### src/rtl/pp_uart_rx_fifo.sv
// pp_uart_rx_fifo: oversampled UART receiver (5-8 data bits, parity, 1/2 stop) feeding a first-word-fall-through FIFO
module pp_uart_rx_fifo #(
  parameter int OSR = 16,
  parameter int DEPTH = 8,
  parameter int AW = $clog2(DEPTH)
) (
  input  logic          clk,
  input  logic          rst,
  input  logic          soft_rst,
  input  logic          uart_clk,
  input  logic          uart_dataH,
  input  logic          rx_en,
  input  logic [1:0]    data_flag,
  input  logic [1:0]    check_flag,
  input  logic          stop_flag,
  input  logic          rd_en,
  input  logic          err_clr,
  output logic [7:0]    rx_data,
  output logic          rx_parity_err,
  output logic          rx_frame_err,
  output logic          rx_break,
  output logic          rx_empty,
  output logic          rx_full,
  output logic [AW:0]   rx_count,
  output logic          overrun
);
  localparam int CW = $clog2(OSR);
  typedef enum logic [2:0] {IDLE, START, DATA, PARITY, STOP1, STOP2, BRKWAIT} state_t;
  state_t state;
  logic s1, line;
  logic [CW-1:0] cnt;
  logic [2:0] bit_idx, last_bit;
  logic [1:0] par_mode;
  logic two_stop, par_acc, perr, ferr, nz;
  logic [7:0] shreg;
  logic [10:0] mem [DEPTH];
  logic [AW-1:0] wp, rp;
  logic [AW:0] count, count_n;
  logic par_en, push, pop, wr;
  logic [10:0] word;
  always_comb begin
    par_en = ^par_mode;
    push = uart_clk && cnt == CW'(OSR-1) && (state == STOP2 || (state == STOP1 && !two_stop));
    // nz tracks whether any sampled bit of the frame was 1; all-zero means break
    word = {~(nz | line), ferr | ~line, perr, shreg};
    pop = rd_en && !rx_empty;
    wr = push && (!rx_full || pop);
    count_n = count + (AW+1)'(wr) - (AW+1)'(pop);
  end
  always_ff @(posedge clk or negedge rst)
    if (!rst) begin
      s1 <= 1'b1;
      line <= 1'b1;
      state <= IDLE;
      {cnt, bit_idx, last_bit, par_mode, two_stop, shreg, par_acc, perr, ferr, nz} <= '0;
    end else if (!soft_rst) begin
      s1 <= 1'b1;
      line <= 1'b1;
      state <= IDLE;
      {cnt, bit_idx, last_bit, par_mode, two_stop, shreg, par_acc, perr, ferr, nz} <= '0;
    end else begin
      s1 <= uart_dataH;
      line <= s1;
      if (uart_clk)
        case (state)
          IDLE: if (rx_en && !line) begin
            state <= START;
            cnt <= '0;
            last_bit <= 3'd4 + {1'b0, data_flag};
            par_mode <= check_flag;
            two_stop <= stop_flag;
            {bit_idx, shreg, par_acc, perr, ferr, nz} <= '0;
          end
          START: if (cnt == CW'(OSR/2-1)) begin
            cnt <= '0;
            state <= line ? IDLE : DATA;
          end else cnt <= cnt + CW'(1);
          BRKWAIT: if (line) state <= IDLE;
          default: if (cnt != CW'(OSR-1)) cnt <= cnt + CW'(1);
          else begin
            cnt <= '0;
            nz <= nz | line;
            case (state)
              DATA: begin
                shreg[bit_idx] <= line;
                par_acc <= par_acc ^ line;
                bit_idx <= bit_idx + 3'd1;
                if (bit_idx == last_bit) state <= par_en ? PARITY : STOP1;
              end
              PARITY: begin
                perr <= par_mode[0] ? ~(par_acc ^ line) : (par_acc ^ line);
                state <= STOP1;
              end
              STOP1: begin
                ferr <= ~line;
                state <= two_stop ? STOP2 : (nz | line) ? IDLE : BRKWAIT;
              end
              default: state <= (nz | line) ? IDLE : BRKWAIT;
            endcase
          end
        endcase
    end
  always_ff @(posedge clk)
    if (wr) mem[wp] <= word;
  always_ff @(posedge clk or negedge rst)
    if (!rst) begin
      {wp, rp, count, rx_full, overrun} <= '0;
      rx_empty <= 1'b1;
    end else if (!soft_rst) begin
      {wp, rp, count, rx_full, overrun} <= '0;
      rx_empty <= 1'b1;
    end else begin
      if (wr) wp <= wp + AW'(1);
      if (pop) rp <= rp + AW'(1);
      count <= count_n;
      rx_empty <= count_n == '0;
      rx_full <= count_n == (AW+1)'(DEPTH);
      overrun <= (push && rx_full && !pop) || (overrun && !err_clr);
    end
  assign {rx_break, rx_frame_err, rx_parity_err, rx_data} = rx_empty ? '0 : mem[rp];
  assign rx_count = count;
endmodule

### config.mk
export PLATFORM = sky130hd
export DESIGN_NAME = pp_uart_rx_fifo
export DESIGN_NICKNAME = d
export VERILOG_FILES = /design/src/rtl/pp_uart_rx_fifo.sv
export SDC_FILE = /design/constraint.sdc
export NUM_CORES = 1
export LEC_CHECK = 0
export BUFFER_PORTS_ARGS = -buffer_cell sky130_fd_sc_hd__buf_2
export CAP_MARGIN = 20
export CORE_MARGIN = 5
export CORE_UTILIZATION = 40
export CTS_BUF_LIST = sky130_fd_sc_hd__clkbuf_4 sky130_fd_sc_hd__clkbuf_8
export DETAILED_ROUTE_END_ITERATION = 8
export HOLD_SLACK_MARGIN = 0.08
export PLACE_DENSITY_LB_ADDON = 0.1
export SYNTH_ARGS = -nofsm -noshare
export SYNTH_HDL_FRONTEND = slang
export SYNTH_SLANG_ARGS = --single-unit
### constraint.sdc
create_clock -name clk -period 4 [get_ports clk]
set_input_delay 0 -clock clk [delete_from_list [all_inputs] [get_ports clk]]
set_output_delay 0 -clock clk [all_outputs]
set_load 0.01 [all_outputs]
-- Word-level counts from Yosys, hierarchy flattened
Memories as Yosys holds them, arrays and structs flattened.
Index checks and enable logic that the tools add are counted.
- flip-flop bits (word level): 43
- bits in latches: 0
- memory bits (writable): 88
- ROM bits: 0
- logic and storage cells: 172
- memories: 1
- add/sub/neg operators: 7
- multipliers: 0
- divide/modulo/power cells: 0
- magnitude comparators: 2
- equal/unequal tests: 27
- shift operators: 0
- multiplexer cells: 80
- bitwise operators: 6
- reductions and logical operators: 30
- memory list (memory ; depth ; bits a word ; read ports ; clocked after Yosys merged registers in ; wr ports ; RTL line ; source):
    mem ; 8 ; 11 ; 1 ; 0 ; 1 ; 36 ; logic [10:0] mem [DEPTH];
- operator list (kind ; number):
    3-bit 2-to-1 mux ; 23
    8-bit 2-to-1 mux ; 5
    1-bit 2-to-1 mux ; 29
    4-bit 2-to-1 mux ; 6
    3-bit case mux with 3 select lines ; 2
    8-bit case mux with 2 select lines ; 1
    5-bit AND reduction ; 3
    4-bit case mux with 3 select lines ; 1
    11-bit 2-to-1 mux ; 1
    1-bit logical AND ; 10
    2-bit 2-to-1 mux ; 5
    2-bit by 1-bit != test with 1-bit output (second input constant) ; 5
    3-bit by 1-bit adder with 3-bit output (second input constant) ; 3
    3-bit == test (second input constant) ; 3
    3-bit by 1-bit != test with 1-bit output (second input constant) ; 3
    3-bit != test (second input constant) ; 3
    8-bit bitwise mux ; 1
    4-bit == test (second input constant) ; 2
    1-bit case mux with 2 select lines ; 4
    3-bit by 2-bit == test with 1-bit output (second input constant) ; 2
    1-bit zero test ; 6
    6-bit by 3-bit != test with 1-bit output (second input constant) ; 1
    3-bit case mux with 2 select lines ; 1
    3-bit AND reduction ; 2
    other kinds (24) ; 30

-- Logic depth before layout (Yosys ltp)
- depth after elaboration: 10
- depth in mapped cells: 12
- depth with buffers taken out: 12

-- Least setup slack after synthesis
No wires, ideal clock.
- path type: register to register
- start: reg cnt[0]
- end: reg rx_empty
- setup time: 0.105 ns
- data arrival time: 2.695 ns
- data required time: 3.895 ns
- path slack: 1.199 ns
- stages on the path, launching flop included: 11
- path buffers: 0
- period minus slack after synthesis: 2.801 ns
- path through: dfrtp_1 -> ha_1 -> nand3_1 -> a2111oi_2 -> inv_1 -> ha_1 -> inv_1 -> ha_1 -> fa_1 -> xor2_1 -> o41ai_1
- word-level cells in the longest chain between the ends: 8
- RTL lines (what ; RTL line ; source):
    start: declaration ; 31 ; logic [CW-1:0] cnt;
    start signal: assignment ; 77 ; end else cnt <= cnt + CW'(1);
    start signal: assignment ; 79 ; default: if (cnt != CW'(OSR-1)) cnt <= cnt + CW'(1);
    4-bit == test ; 43 ; push = uart_clk && cnt == CW'(OSR-1) && (state == STOP2 || (state == STOP1 && !two_stop));
    1-bit logical AND (2 in series) ; 43 ;
    1-bit logical AND ; 47 ; wr = push && (!rx_full || pop);
    4-bit by 1-bit adder with 4-bit output ; 48 ; count_n = count + (AW+1)'(wr) - (AW+1)'(pop);
    4-bit by 1-bit subtractor with 4-bit output ; 48 ;
    4-bit zero test ; 116 ; rx_empty <= count_n == '0;
    1-bit 2-to-1 mux ; 109 ; end else if (!soft_rst) begin
    end signal: assignment ; 108 ; rx_empty <= 1'b1;
    end signal: assignment ; 111 ; rx_empty <= 1'b1;
    end signal: assignment ; 116 ;
    end: declaration ; 22 ; output logic rx_empty,
No other way between the ends.
A chain may end at the register's enable or synchronous reset.

-- Final worst setup path
Ends and elaborated chain as after synthesis.

==> impl_metrics.toml <==
[detailed_routing]
ant_nets = 0
finalWirelength_um = 11700
met1_length_um = 5380
drt-initial-drc-count = 220
wl_met2_um = 5700
avgViaCountPerCell = 5.20
drc = 0
routed.top_layer = "met4"
routedWlPerCell_um = 18.0
vias = 3368
wl_met3_um = 385
dr.pass1.iters = 4

[run_status]
status = "finished clean"

[yosys]
synth-async-reset-ratio = 0.328
syn_area_per_cell_um2 = 14.4
synth-seq-cells = 131
synth_area_mm2 = 0.00576
synth_edf_count = 88
yosysWarnings = 0
synthFlopType = "edfxtp_1"
synth_top_area_cell = "edfxtp_1"
synthTopCellsByArea = "edfxtp_1 (46%), dfrtp_1 (17%), mux4_2 (8.6%)"
syn_inst = 399
syn_nets = 421
yosysUniqueCellTypes = 48
yosysTopAreaCellShare = 0.459
synth_seq_area_share = 0.646

[global_route]
grt_pass1_wl_um = 19100
gr-total-overflow = 0
grt_max_degree = 44
track_usage = 0.152
antenna_found_initial = 0
grt_pass1_vias = 3599

[clocking]
insertion_delay_ps = 430
cts_made_buffers = 17
path_clk_slew_ps = 70
cts.sinks = 131
cts_buffer_depth = 2
cts_tree = "yes"
cts_root_buf = "clkbuf_8"
htree_levels = 4
cts_setup_buffers = 0
cts_hold_buf = 18
post_cts_resized = 0

[setup_path]
cp-startpoint = "cnt[0]"
worstPathRequired_ps = 4320
path_common_cell = "ha_1"
cp-start-kind = "register"
arrival_ps = 3550
end_kind = "register"
worstPathMaxFanout = 5
critPathBufInv = 2
worst_path_largest_cell_delay_ps = 620
crit_slowest_cell = "a2111oi_2"
crit_chain = "ha_1, nand3_1, a2111oi_2, inv_1, ha_1, inv_1, ha_1, fa_1, xor2_1, o41ai_1"
cpLargestDelayFamily = "adder cells"
reg2reg_from = "cnt[0]"
setup.worst_path.class = "register to register"

[place]
hpwl_um = 7430
dpl_worst_slack_ps = 785
port_buffers = 30
routabilityCongestion = 0.788

[power_and_ir_drop]
peakVddDrop_uv = 199
power_per_cell_area_mw_per_mm2 = 538
leakagePower_nw = 2.58

[cells_and_area]
antenna_cells = 0
final_util = 0.479
most-common-layout-cells = "edfxtp_1 (88), nand2_1 (42), dfrtp_1 (40)"
layout.nets = 477
drive_above_1_share = 0.226
final_common_cell = "edfxtp_1"
area_growth_syn_to_layout_pct = 16.3

[die]
die_y_um = 130
die_area_mm2 = 0.0169
ios = 31
initial_utilization = 0.412
die_w_um = 130
core_area_mm2 = 0.0140
rows = 43

[timing]
worstMarginPinSlew_ps = 842
final_min_period_over_clock_period = 0.806
slew_violations = 0
slew_headroom = 0.439
rsz0062_at_grt = "false"
fin_crit_ps = 3230
finalSetupTns_ps = 0
finClkSkew_ps = 8.57
setup_violations = 0
hold_violations = 0
worst_slack_ps = 775
hold_slack_ps = 44.1
max_freq_ghz = 0.310

[flow_run]
max-cap-violations = 0

[worst_hold_path]
hold_path_class = "input port to async pin"
-- power breakdown --
part	internal [W]	switching (W)	total (W)	leakage, nW
combinational	0.000394	0.000438	0.000833	0.921
clock	0.000564	0.000483	0.00105	0.198
sequential	0.00156	0.000163	0.00172	1.46
-- cells by family (layout without fill, tap and decap cells) --
logic type | Yosys count | count (layout) | share of synthesized area
AND/OR/NAND/NOR | 125 | 125 | 0.106
XOR/XNOR | 15 | 15 | 0.0228
flip-flops | 131 | 131 | 0.646
multiplexers | 44 | 44 | 0.126
adder cells (fa/ha/maj) | 9 | 9 | 0.0209
AO/OA/AOI/OAI | 44 | 44 | 0.0539
buffers and inverters | 31 | 100 | 0.0239
-- through the flow --
step           instances  power [W]  area, um^2
4_1_cts              647    0.00365        6680
2_1_floorplan        399    0.00234        5760
6_report             648    0.00360        6700
3_3_place_gp         596    0.00256        6100
3_5_place_dp         597    0.00258        6120
5_1_grt              648    0.00381        6700
-- state kept, by name (all words and copies together), names as in the netlist, 2 cells and up --
signal,cells
state,3
rx_count,4
rp,3
mem,88
par_mode,2
last_bit,3
cnt,4
wp,3
shreg,8
bit_idx,3
-- cell usage after synthesis (all sizes together) (9+ instances only) --
cell    number
nand2b       9
nor2        32
mux4        22
edfxtp      88
dfrtp       40
buf         13
a21oi        9
nand2       42
mux2i       19
clkbuf       9
inv          9
o21ai       17
-- final timing paths --
path / endpoint / slack (ps) / depth (start not counted)
min reg2reg: nz / 480 / 2
min in group clk: bit_idx[2] / 130 / 4
max reg2reg: rx_empty / 770 / 10
max: rx_empty / 770 / 10
max in group asynchronous: rx_empty / 3390 / 3
min: state[2] / 40 / 2
-- routing by layer --
metal  GRT usage  vias to the layer above
met5           0                        -
met4      0.0562                        0
met3      0.0397                       18
met2       0.247                       61
met1       0.199                     1691
li1            -                     1598
-- layout make-up --
| type | instances | area, um^2 |
|---|---|---|
| inverters | 9 | 33.8 |
| flip-flops and latches | 131 | 3720 |
| clock inverters | 12 | 115 |
| repair buffers | 59 | 445 |
| well taps | 180 | 225 |
| fillers | 1253 | 7290 |
| clock buffers | 20 | 256 |
| multi-input cells | 237 | 1900 |
Power figures use the tool's default switching activity.
